**src/rtl/counter_ctrl_pkg.sv**
```systemverilog
// Shared types and constants for the counter controller.
// Imported by the arbiter and the controller top level.
package counter_ctrl_pkg;

  localparam int CNT_W_DEF = 3;
  localparam int N_REQ     = 2;

  typedef enum logic [1:0] {
    IDLE  = 2'd0,
    CLEAR = 2'd1,
    RUN   = 2'd2,
    DONE  = 2'd3
  } state_t;

  function automatic logic [N_REQ-1:0] onehot(input logic idx);
    onehot = idx ? 2'b10 : 2'b01;
  endfunction

endpackage

```
**src/rtl/rr_arbiter2.sv**
```systemverilog
// Two-way round-robin pick; the requester not served last wins a tie.
// Purely combinational.
module rr_arbiter2
  import counter_ctrl_pkg::*;
(
  input  logic [N_REQ-1:0] req,
  input  logic             last,
  output logic [N_REQ-1:0] win,
  output logic             valid
);

  logic pick0;
  logic pick1;

  assign pick0 = req[0] & (~req[1] | last);
  assign pick1 = req[1] & (~req[0] | ~last);
  assign valid = |req;

  always_comb begin
    win = '0;
    unique case (1'b1)
      pick0:   win = 2'b01;
      pick1:   win = 2'b10;
      default: win = '0;
    endcase
  end

endmodule

```
**src/rtl/counter_ctrl.sv**
```systemverilog
// Controller and round-robin owner of the shared up-counter.
// Clears, enables and shadow-checks the counter for each granted run.
module counter_ctrl
  import counter_ctrl_pkg::*;
#(
  parameter int CNT_W = CNT_W_DEF
) (
  input  logic             clock,
  input  logic             reset,
  input  logic [N_REQ-1:0] req,
  input  logic [CNT_W-1:0] len0,
  input  logic [CNT_W-1:0] len1,
  input  logic [CNT_W-1:0] ctr_out,
  output logic             ctr_clear,
  output logic             ctr_enable,
  output logic [N_REQ-1:0] grant,
  output logic [N_REQ-1:0] done,
  output logic             err,
  output logic             busy
);

  state_t           state;
  state_t           state_nx;
  logic             own;
  logic             last;
  logic             mis;
  logic [CNT_W-1:0] cyc;
  logic [CNT_W-1:0] len_q;
  logic [N_REQ-1:0] arb_win;
  logic             arb_valid;

  rr_arbiter2 u_arb (
    .req   (req),
    .last  (last),
    .win   (arb_win),
    .valid (arb_valid)
  );

  always_ff @(posedge clock or negedge reset) begin
    if (!reset) state <= IDLE;
    else        state <= state_nx;
  end

  always_comb begin
    state_nx   = state;
    ctr_clear  = 1'b0;
    ctr_enable = 1'b0;
    grant      = '0;
    done       = '0;
    err        = 1'b0;
    busy       = 1'b1;
    unique case (state)
      IDLE: begin
        busy = 1'b0;
        if (arb_valid) state_nx = CLEAR;
      end
      CLEAR: begin
        grant     = onehot(own);
        ctr_clear = 1'b1;
        state_nx  = RUN;
      end
      RUN: begin
        grant      = onehot(own);
        ctr_enable = 1'b1;
        if (cyc == len_q) state_nx = DONE;
      end
      DONE: begin
        done     = onehot(own);
        err      = mis;
        state_nx = IDLE;
      end
      default: state_nx = IDLE;
    endcase
  end

  // Shadow count tracks what the counter must show each RUN cycle.
  always_ff @(posedge clock or negedge reset) begin
    if (!reset) begin
      own   <= 1'b0;
      last  <= 1'b1;
      mis   <= 1'b0;
      cyc   <= '0;
      len_q <= '0;
    end else begin
      unique case (state)
        IDLE: begin
          if (arb_valid) begin
            own   <= arb_win[1];
            len_q <= arb_win[1] ? len1 : len0;
          end
        end
        CLEAR: begin
          cyc <= '0;
          mis <= 1'b0;
        end
        RUN: begin
          if (ctr_out != cyc) mis <= 1'b1;
          if (cyc != len_q)   cyc <= cyc + CNT_W'(1);
        end
        DONE: last <= own;
        default: ;
      endcase
    end
  end

endmodule

```
**config.mk**
```make
export PLATFORM = sky130hd
export DESIGN_NAME = counter_ctrl
export DESIGN_NICKNAME = d
export VERILOG_FILES = /design/src/rtl/counter_ctrl_pkg.sv /design/src/rtl/rr_arbiter2.sv /design/src/rtl/counter_ctrl.sv
export SDC_FILE = /design/constraint.sdc
export NUM_CORES = 1
export LEC_CHECK = 0
export ABC_AREA = 0
export ABC_CLOCK_PERIOD_IN_PS = 1600
export BUFFER_PORTS_ARGS = -buffer_cell sky130_fd_sc_hd__clkbuf_2
export CORE_MARGIN = 10
export CORE_UTILIZATION = 47
export DETAILED_ROUTE_END_ITERATION = 7
export PLACE_DENSITY = 0.73
export SLEW_MARGIN = 20
export SYNTH_ARGS = -nofsm -noshare
export SYNTH_HDL_FRONTEND = slang
export SYNTH_SLANG_ARGS = --single-unit
```
**constraint.sdc**
```tcl
create_clock -name clock -period 1.6 [get_ports clock]
set_input_delay 0.08 -clock clock [delete_from_list [all_inputs] [get_ports clock]]
set_output_delay 0.08 -clock clock [all_outputs]
set_load 0.01 [all_outputs]
```
==> impl_metrics.toml <==
[sta]
fmax_ghz = 0.663
tightest_slew_ns = 0.433
fin_setup_tns_ns = 0
layout_worst_path_cycle_share_pct = 94.3
holdWs_ns = 0.101
slew_headroom_pct = 71.1
clock_skew_ns = 0.00382
setup_viol = 0
setup_ws_ns = 0.0918
layout_min_cycle_time_ns = 1.51
hold_violations = 0
rsz0062_at_grt = "no"
slew_viol_final = 0

[floorplan]
io-pin-count = 21
core-area_mm2 = 0.00135
start_util_pct = 51.3
die_w_um = 58.4
die_h_um = 58.4
die_area_mm2 = 0.00341
fp-row-count = 13

[drt]
via_per_inst = 5.06
drt_iter0_markers = 8
dr.pass1.iters = 2
drc = 0
wire_per_inst_um = 13.0
ant_nets = 0
wl_um = 1450
vias = 562

[finish]
nNetsFinal = 116
final_layout_size_suffix_gt1_share_pct = 36.5
stdcell_area_um2 = 891
syn_to_final_growth_pct = 28.5
antenna_cells = 0

[flow_run]
drv_cap = 0

[pwr]
ir_drop_v = 0.00117
p_switching_mw = 0.730
clkPwrFrac_pct = 10.4
p_int_mw = 1.09
pwr-share-comb_pct = 60.4
seq_power_share_pct = 29.2
power.leakage_nw = 0.472
switching_share_pct = 40.2
p_per_area_mw_per_mm2 = 2040
power_mw = 1.82

[logic_synthesis]
synth_seq_cells = 11
synthCells = 67
synth_warnings = 0
synth_top_area_share_pct = 36.1
ys.flop_type = "dfrtp_1"
synth.most_common_cell = "dfrtp_1"
synth_common_cells = "dfrtp_1, ha_1, o21ai_0, inv_1, nand2_1"
syn_nets = 86
netlist_area_um2 = 693
synth_cell_types = 25
synth_area_leaders = "dfrtp_1, ha_1, mux2i_1"
synth_top_area_cell = "dfrtp_1"
synth.avg_cell_area_um2 = 10.3
async_flop_share_pct = 100
synth_edf_count = 0
ys_seq_area_share_pct = 39.9

[global_routing]
grt_usage_pct = 8.92
grt_max_degree = 12
grt_busiest_layer = "met2"
antenna_found_initial = 0
grt_first_pass_wirelength_um = 2480
grt_pass1_vias = 600
gr-usage-met1_pct = 9.84
grtUsageMet3_pct = 3.86
grt_overflow_total = 0
grt.met2_usage_pct = 14.4

[run_status]
status = "finished clean"

[critical_path]
critical-path-max-stage-delay_ns = 0.41
cp-startpoint = "state[0]$_DFFE_PN0P_"
crit_buf_inv = 2
worstPathRequired_ns = 1.75
reg2reg_slack_ns = 0.09
reg2reg_to = "state[1]$_DFFE_PN0P_"
path_max_fanout = 4
cp_cell_sequence = "inv_1 > ha_1 > inv_1 > nor3_2 > a21oi_2 > mux2_2"
crit_family = "flip-flops"
crit_top_cell = "inv_1"
worst_setup_path_end_kind = "flop"
r2r_start = "state[0]$_DFFE_PN0P_"
path_class = "reg -> reg"
critPathSlowestCell = "dfrtp_1"
worst_r2r_path_depth = 6
crit_path_start_kind = "flop"
crit_arrival_ns = 1.66

[placement]
postPlaceCellArea_um2 = 831
post-place-ws_ns = 0.0473
dp_hpwl_um = 1200
gp_congestion = 0.697
io_buffers = 20

[hold_path]
hold_depth = 3
holdCritPathClass = "in -> reg"
min_from = "len0[0]"
holdPathEnd = "len_q[0]$_DFFE_PN0P_"

[clock_network]
htreeDepth = 1
clock_latency_ns = 0.26
cts.sinks = 11
cts_tree = "yes"
cts_root_buf = "clkbuf_4"
clk_pin_slew_ns = 0.07
clk_path_buf_depth = 2
numCtsBuffers = 3
[cell families (layout without fill, tap and decap cells)]
family | Yosys count | in the layout | share of synthesized area, %
buf+inv | 6 | 35 | 3.25
fa+ha+maj | 6 | 6 | 10.8
simple gates | 16 | 16 | 13.0
mux | 7 | 7 | 11.2
flops | 11 | 11 | 39.9
compound gates | 14 | 14 | 13.0
xor+xnor | 7 | 7 | 8.84
[cells in the final DEF, fill, tap and decap left out, drive strengths merged, types with 4 or more instances in the layout]
cell type	Yosys	layout
mux2i	4	4
o21ai	7	7
dfrtp	10	10
buf	0	5
ha	6	6
inv	5	5
nand2	5	5
xor2	4	4
clkbuf	1	24
[routing by layer]
metal | part of all wire [%] | routed length (µm)
met3 | 8.6 | 124
met5 | 0 | 0
met1 | 47 | 677
met4 | 0 | 0
met2 | 44 | 643
[power groups by stage]
stage               sequential [mW]  clock (mW)  combinational (mW)
floorplan                     0.528           0               0.744
global placement              0.534           0                1.02
detailed placement            0.541           0                1.05
CTS                           0.534       0.198                1.06
global route                  0.549       0.212                1.22
finish                        0.530       0.189                1.10
[tightest hold or removal path, stage by stage]
cell	delay (ns)
clkbuf_2	0.07
mux2i_1	0.05
o21ai_0	0.13
[registers in the layout, indices dropped and copies added, names as in the netlist]
| name | count |
|---|---|
| last | 1 |
| len_q | 3 |
| own | 1 |
| cyc | 3 |
| state | 2 |
| mis | 1 |
[metrics by stage]
stage	std cells	util, %
after global placement	104	61.5
after floorplan	67	-
after detailed placement	104	61.5
after global routing	111	66.0
final	111	66.0
after CTS	109	64.2
[cell type report]
| type | count | area (µm²) |
|---|---|---|
| Tap cell | 15 | 18.8 |
| Fill cell | 120 | 459 |
| Sequential cell | 11 | 277 |
| Inverter | 5 | 18.8 |
| Timing Repair Buffer | 26 | 148 |
| Multi-Input combinational cell | 50 | 403 |
| Clock buffer | 4 | 26.3 |
[worst max path at each step]
stage          cells past startpoint                   end
2_1_floorplan                      5  state[1]$_DFFE_PN0P_
5_1_grt                            6  state[1]$_DFFE_PN0P_
6_report                           6  state[1]$_DFFE_PN0P_
4_1_cts                            6  state[1]$_DFFE_PN0P_
3_5_place_dp                       6  state[1]$_DFFE_PN0P_
3_3_place_gp                       6  state[1]$_DFFE_PN0P_
[repair_timing]
action | 4_1_cts | 5_1_grt
hold buffers | 1 | 0
endpoints found under the hold margin | 11 | 0
setup buffers | 0 | 2
endpoints found under the setup margin | 0 | 2
resized for setup | 0 | 2
(Power assumes the default switching activity.)
